===== src/rtl/fb_refresh_arbiter.sv =====
`default_nettype none
// ============================================================================
// Module   : fb_refresh_arbiter
// Brief    : Shares the framebuffer port between host writes and a refresh
//            engine that transposes 8x8 tiles into page-ordered OLED bytes.
// Revision : 1.0 - initial release
// ============================================================================
module fb_refresh_arbiter #(
    parameter int H_PIXELS       = 128,
    parameter int V_PIXELS       = 64,
    parameter int MAX_HOST_BURST = 4
) (
    input  logic       clk,
    input  logic       rst,
    input  logic       start,
    output logic       busy,
    output logic       frame_done,
    input  logic       host_req,
    input  logic [7:0] host_xpos,
    input  logic [7:0] host_ypos,
    input  logic [7:0] host_din,
    output logic       host_ack,
    output logic       fb_we,
    output logic       fb_re,
    output logic [7:0] fb_xpos,
    output logic [7:0] fb_ypos,
    output logic [7:0] fb_din,
    input  logic [7:0] fb_dout,
    output logic [7:0] out_data,
    output logic       out_valid,
    input  logic       out_ready
);

    localparam logic [4:0] c_LAST_GROUP = 5'(H_PIXELS / 8 - 1);
    localparam logic [4:0] c_LAST_PAGE  = 5'(V_PIXELS / 8 - 1);
    localparam logic [3:0] c_MAX_BURST  = 4'(MAX_HOST_BURST);

    typedef enum logic [1:0] {
        S_IDLE = 2'd0,
        S_READ = 2'd1,
        S_EMIT = 2'd2,
        S_DONE = 2'd3
    } state_t;

    state_t      state_q, state_d;
    logic [4:0]  page_q, page_d;
    logic [4:0]  group_q, group_d;
    logic [3:0]  rd_idx_q, rd_idx_d;
    logic        cap_q, cap_d;
    logic [2:0]  cap_row_q, cap_row_d;
    logic [2:0]  col_q, col_d;
    logic [3:0]  burst_q, burst_d;
    logic [7:0]  rows_q [0:7];

    logic w_rd_pending;
    logic w_host_grant;
    logic w_rd_grant;
    logic w_emit;
    logic w_unused;

    assign w_unused = ^host_xpos[2:0];

    // Host wins unless it has used up its burst while a read waits; nothing is granted during reset.
    assign w_rd_pending = (state_q == S_READ) && !rd_idx_q[3];
    assign w_host_grant = !rst && host_req && (burst_q < c_MAX_BURST);
    assign w_rd_grant   = !rst && w_rd_pending && !w_host_grant;
    assign w_emit       = (state_q == S_EMIT);

    assign fb_we      = w_host_grant;
    assign fb_re      = w_rd_grant;
    assign host_ack   = w_host_grant;
    assign out_valid  = w_emit;
    assign busy       = (state_q == S_READ) || (state_q == S_EMIT);
    assign frame_done = (state_q == S_DONE);

    always_comb begin
        fb_xpos = 8'd0;
        fb_ypos = 8'd0;
        fb_din  = 8'd0;
        if (w_host_grant) begin
            fb_xpos = {host_xpos[7:3], 3'b000};
            fb_ypos = host_ypos;
            fb_din  = host_din;
        end else if (w_rd_grant) begin
            fb_xpos = {group_q, 3'b000};
            fb_ypos = {page_q, rd_idx_q[2:0]};
        end
    end

    // Column k of the tile: bit r comes from row r, pixel k counted from the left (bit 7).
    for (genvar r = 0; r < 8; r++) begin : g_col_bit
        assign out_data[r] = w_emit & rows_q[r][~col_q];
    end

    always_comb begin
        burst_d = burst_q;
        if (!w_rd_pending || w_rd_grant) begin
            burst_d = 4'd0;
        end else if (w_host_grant) begin
            burst_d = burst_q + 4'd1;
        end
    end

    always_comb begin
        state_d   = state_q;
        page_d    = page_q;
        group_d   = group_q;
        rd_idx_d  = rd_idx_q;
        col_d     = col_q;
        cap_d     = w_rd_grant;
        cap_row_d = rd_idx_q[2:0];
        case (state_q)
            S_IDLE: begin
                if (start) begin
                    state_d  = S_READ;
                    page_d   = 5'd0;
                    group_d  = 5'd0;
                    rd_idx_d = 4'd0;
                end
            end
            S_READ: begin
                if (w_rd_grant) begin
                    rd_idx_d = rd_idx_q + 4'd1;
                end
                if (cap_q && (cap_row_q == 3'd7)) begin
                    state_d = S_EMIT;
                    col_d   = 3'd0;
                end
            end
            S_EMIT: begin
                if (out_ready) begin
                    col_d = col_q + 3'd1;
                    if (col_q == 3'd7) begin
                        rd_idx_d = 4'd0;
                        if (group_q == c_LAST_GROUP) begin
                            group_d = 5'd0;
                            if (page_q == c_LAST_PAGE) begin
                                state_d = S_DONE;
                            end else begin
                                page_d  = page_q + 5'd1;
                                state_d = S_READ;
                            end
                        end else begin
                            group_d = group_q + 5'd1;
                            state_d = S_READ;
                        end
                    end
                end
            end
            S_DONE: begin
                state_d = S_IDLE;
            end
            default: begin
                state_d = S_IDLE;
            end
        endcase
    end

    always_ff @(posedge clk) begin
        if (rst) begin
            state_q   <= S_IDLE;
            page_q    <= 5'd0;
            group_q   <= 5'd0;
            rd_idx_q  <= 4'd0;
            cap_q     <= 1'b0;
            cap_row_q <= 3'd0;
            col_q     <= 3'd0;
            burst_q   <= 4'd0;
            for (int i = 0; i < 8; i++) begin
                rows_q[i] <= 8'd0;
            end
        end else begin
            state_q   <= state_d;
            page_q    <= page_d;
            group_q   <= group_d;
            rd_idx_q  <= rd_idx_d;
            cap_q     <= cap_d;
            cap_row_q <= cap_row_d;
            col_q     <= col_d;
            burst_q   <= burst_d;
            if (cap_q) begin
                rows_q[cap_row_q] <= fb_dout;
            end
        end
    end

endmodule
`default_nettype wire


===== config.mk =====
export PLATFORM = sky130hd
export DESIGN_NAME = fb_refresh_arbiter
export DESIGN_NICKNAME = d
export VERILOG_FILES = /design/src/rtl/fb_refresh_arbiter.sv
export SDC_FILE = /design/constraint.sdc
export NUM_CORES = 1
export LEC_CHECK = 0
export ABC_AREA = 1
export CAP_MARGIN = 10
export CORE_MARGIN = 10
export CORE_UTILIZATION = 58
export CTS_CLUSTER_DIAMETER = 50
export DETAILED_ROUTE_END_ITERATION = 12
export HOLD_SLACK_MARGIN = 0.12
export PLACE_DENSITY_LB_ADDON = 0.25
export SLEW_MARGIN = 25
export SYNTH_ARGS = -nofsm -noshare
export SYNTH_HDL_FRONTEND = slang
export SYNTH_SLANG_ARGS = --single-unit

===== constraint.sdc =====
create_clock -name clk -period 2.2 [get_ports clk]
set_input_delay 0.22 -clock clk [delete_from_list [all_inputs] [get_ports clk]]
set_output_delay 0.22 -clock clk [all_outputs]
set_load 0.03 [all_outputs]

Yosys cells after proc, flatten, opt, wreduce, memory -nomap -nowiden --
Memories as Yosys holds them, arrays and structs flattened. Cells that the tools add are included.
Word-level totals: bits in registers 27, RAM bits 64, input bits 37, logic and storage cells 116, memories 1
Memory list:
- rows_q | words 8, width 8, rd ports 8, clocked after memory_dff 0, wr ports 8, RTL line 53 | logic [7:0] rows_q [0:7];
Cells by class: add/sub/neg operators 5, order comparisons 2, equal/unequal tests 14, multiplexer cells 54, bitwise gates (word level) 9, reductions and logical operators 23
Operator list (count):
- $mux 8 | 6
- $mux 5 | 8
- $bmux 1 s3 | 8
- $pmux 5 s2 | 2
- $mux 4 | 4
- $mux 1 | 14
- $mux 2 | 6
- $pmux 4 s3 | 1
- $add 5x1->5 const B | 2
- $mux 3 | 3
- $add 4x1->4 const B | 2
- $and 1x1->1 | 8
- $ne 2x2->1 const B | 4
- $pmux 2 s4 | 1
- $reduce_and 4->1 | 2
- $reduce_or 8->1 | 1
- $eq 3x3->1 const B | 2
- $logic_and 1x1->1 | 6
- $ne 2x1->1 const B | 3
- $pmux 3 s2 | 1
- $reduce_and 6->1 | 1
- $eq 5x3->1 const B | 1
- $eq 5x4->1 const B | 1
- $reduce_and 5->1 | 1
- other kinds (13) | 19

Depth between registers and ports, before layout --
word-level depth 7, mapped depth 11, mapped depth without buffers 10

Least setup slack after synthesis --
No wires, ideal clock.
path type flip-flop to output port, start point reg state_q[1], end point out fb_xpos[3], arrival time 1.800 ns, required time 1.980 ns, slack 0.180 ns, cell stages (with the launch flop) 9, path buffers 2, path through dfxtp_1 -> inv_1 -> ha_1 -> buf_4 -> nand2_1 -> nor2_1 -> nand2_2 -> buf_2 -> o21ai_0
Between the ends: word-level cells in the longest chain between the ends 6
RTL lines:
- start, declared | RTL line 45 | state_t state_q, state_d;
- start signal, assigned | RTL line 173 | state_q <= state_d;
- $eq 2x1->1 | RTL line 64 | assign w_rd_pending = (state_q == S_READ) && !rd_idx_q[3];
- $logic_and 1x1->1 | RTL line 64
- $logic_and 1x1->1 (2 in a row) | RTL line 66 | assign w_rd_grant = !rst && w_rd_pending && !w_host_grant;
- $mux 8 | RTL line 84 | end else if (w_rd_grant) begin
- $mux 8 | RTL line 80 | if (w_host_grant) begin
- end, declared | RTL line 25 | output logic [7:0] fb_xpos,
No other way between the ends.

Worst setup path after layout --
start point reg col_q[0], end point out out_data[2]
Between the ends: word-level cells in the longest chain between the ends 4
RTL lines:
- start, declared | RTL line 51 | logic [2:0] col_q, col_d;
- start signal, assigned | RTL line 179 | col_q <= col_d;
- $not 3->3 | RTL line 92 | assign out_data[r] = w_emit & rows_q[r][~col_q];
- $bmux 1 s3 | RTL line 92
- $mux 1 (implied by the code) | RTL line 92
- $and 1x1->1 | RTL line 92
- end, declared | RTL line 29 | output logic [7:0] out_data,
No other way between the ends. The select of a mux whose other input is x is not followed.

==> results.json <==
{
  "fp.dieArea_sq_um": 11900,
  "pwr_density_cell_nw_per_um2": 924,
  "layout_common_cells": "164 x nor2_1, 71 x nand2_1, 64 x edfxtp_1, 49 x inv_1, 46 x o21ai_0",
  "vdd_drop_max_mv": 0.505,
  "portBuffers": 68,
  "clkSinkCount": 91,
  "critPathMaxFanout": 12,
  "rsz0062_at_grt": "false",
  "gp_congestion": 0.860,
  "ys_ff_latch": 91,
  "grt_pass1_wl_um": 17400,
  "drive_above_1_share_pct": 13.4,
  "grt_max_degree": 33,
  "area_growth_syn_to_layout_pct": 19.6,
  "rows": 32,
  "cts-buffers-inserted": 9,
  "timing.final.hold_violations": 0,
  "reg2reg_depth": 10,
  "drv_cap": 0,
  "ctsHtreeMaxLevel": 3,
  "cp-end-kind": "output pin",
  "clkTransAtPathRegs_ps": 80,
  "grt_pass1_vias": 3803,
  "via_per_inst": 5.30,
  "synthFlopType": "edfxtp_1",
  "antennaDiodeCount": 0,
  "wl_per_cell_um": 14.7,
  "top_layer": "met4",
  "firstDrtPassIters": 5,
  "grt_overflow": 0,
  "drt-total-wl_um": 10700,
  "finalCriticalPeriod_ps": 2070,
  "met3WireLength_um": 1120,
  "setup-tns-final_ps": 0,
  "core_area_sq_um": 7730,
  "postSynthCellCount": 550,
  "synth.avg_cell_area_sq_um": 8.41,
  "async_reset_ff_share_pct": 0,
  "routedLengthMet1_um": 4370,
  "cts_tree": "done",
  "start_util_pct": 59.9,
  "rrSetupSlack_ps": 250,
  "fin_nets": 670,
  "ant_nets": 0,
  "cp-start-kind": "flop",
  "p_total_mw": 5.12,
  "synth-edff-count": 64,
  "dp_hpwl_um": 7570,
  "layout_commonest_cell": "nor2_1",
  "die_w_um": 109,
  "cp-endpoint": "out_data[2]",
  "syn-cell-area_sq_um": 4630,
  "timing.fmax_mhz": 484,
  "clock_latency_ps": 350,
  "cp.required_ps": 1980,
  "grt.total_usage_pct": 18.3,
  "ioPinCount": 75,
  "worstSetupStartpoint": "col_q[0]$_SDFFE_PP0P_",
  "wl_met2_um": 5080,
  "synth_seq_area_share_pct": 53.2,
  "drc": 0,
  "p_leak_nw": 2.39,
  "yosysWarningCount": 0,
  "synth_cell_types": 32,
  "skew_ps": 9.32,
  "r2r-end": "group_q[0]$_SDFFE_PP0P_",
  "hold_class": "reg2reg",
  "status": "finished clean",
  "timing.setup.critical_path_class": "reg2out",
  "via_count": 3861,
  "cts_setup_buffers": 0,
  "crit_arrival_ps": 1850,
  "setup_viol": 0,
  "post-route-period-util_pct": 94.0,
  "antenna_found_initial": 0,
  "slew_viol_final": 0,
  "r2r-start": "state_q[0]$_SDFFE_PP0P_",
  "cts_root_buf": "clkbuf_8",
  "cts_buffer_depth": 2,
  "die_h_um": 109,
  "dr.first_iter.drc_count": 231
}
-- metal layers --
layer | global-route usage, % | up-vias
li1 | - | 1927
met5 | 0 | -
met1 | 22.0 | 1763
met2 | 31.1 | 159
met3 | 5.21 | 12
met4 | 5.58 | 0
-- stage by stage --
step	hold slack (ps)	instances	setup slack [ps]	utilization (%)	instance area, sq um
after floorplan	399	553	180	-	4640
after global placement	406	713	207	69.4	5370
after detailed placement	418	713	192	69.4	5370
after CTS	429	729	99.8	71.6	5540
after global routing	444	729	2.91	71.6	5530
final	431	729	132	71.6	5530
-- cell usage after synthesis, types with 2 or more instances --
library cell | instances | area, sq um
inv_2 | 5 | 18.8
nor2_4 | 2 | 22.5
clkbuf_2 | 2 | 10.0
a21oi_1 | 12 | 60.1
nand2_2 | 19 | 119
edfxtp_1 | 64 | 1920
o211ai_1 | 8 | 60.1
nand2_1 | 71 | 267
o21ai_1 | 4 | 20.0
ha_1 | 11 | 138
nor2_1 | 164 | 616
buf_4 | 9 | 67.6
nor3_1 | 4 | 20.0
nand3_1 | 13 | 65.1
buf_2 | 11 | 55.1
inv_1 | 49 | 184
o22ai_1 | 8 | 50.1
o21ai_0 | 46 | 230
dfxtp_1 | 27 | 541
nand4_1 | 9 | 56.3
-- kinds of logic (layout without fill, tap and decap cells) --
kind of cell / Yosys count / count (layout) / synth area share (%)
buffers and inverters: 81 / 155 / 7.95
adder cells (fa/ha/maj): 11 / 11 / 2.98
flip-flops: 91 / 91 / 53.2
other: 1 / 4 / 0.0811
AND/OR/NAND/NOR: 285 / 285 / 26.1
AO/OA/AOI/OAI: 81 / 81 / 9.63
-- worst max-delay path: stages, from the launching register on --
cell,delay [ps]
dfxtp_1,420
buf_4,220
nor2_1,60
nor2_1,70
o21ai_0,80
o211ai_1,80
nand2_1,70
nor2_1,90
dlygate4sd2_1,410
-- how the worst min path moves through the flow --
stage | cells past startpoint | startpoint | to
finish | 1 | burst_q[0]$_SDFFE_PP0P_ | burst_q[0]$_SDFFE_PP0P_
global route | 1 | burst_q[0]$_SDFFE_PP0P_ | burst_q[0]$_SDFFE_PP0P_
CTS | 1 | burst_q[0]$_SDFFE_PP0P_ | burst_q[0]$_SDFFE_PP0P_
detailed placement | 1 | burst_q[0]$_SDFFE_PP0P_ | burst_q[0]$_SDFFE_PP0P_
global placement | 1 | burst_q[0]$_SDFFE_PP0P_ | burst_q[0]$_SDFFE_PP0P_
floorplan | 1 | burst_q[0]$_SDFFE_PP0P_ | burst_q[0]$_SDFFE_PP0P_
-- what timing repair did --
action | 4_1_cts | 5_1_grt
resized for setup | 8 | 3
pin swaps | 0 | 0
hold buffers | 0 | 0
setup endpoints to repair | 8 | 2
-- layout make-up --
cell class | count | area (sq um)
Fill cell | 606 | 2190
Timing Repair Buffer | 83 | 743
Inverter | 56 | 213
Sequential cell | 91 | 2460
Clock buffer | 13 | 139
Tap cell | 102 | 128
Multi-Input combinational cell | 381 | 1810
Clock inverter | 3 | 42.5
-- sequential cells by signal (all words and copies together), names as in the netlist --
register / cells
rows_q: 64
group_q: 5
page_q: 5
burst_q: 4
rd_idx_q: 4
cap_row_q: 3
col_q: 3
state_q: 2
cap_q: 1
-- power by group --
| part | total (mW) | internal, mW | switching, mW |
|---|---|---|---|
| Sequential | 2.07 | 1.97 | 0.0933 |
| Combinational | 1.97 | 0.694 | 1.28 |
| Clock | 1.08 | 0.526 | 0.554 |
| Total | 5.12 | 3.19 | 1.92 |
Power figures use the tool's default switching activity.
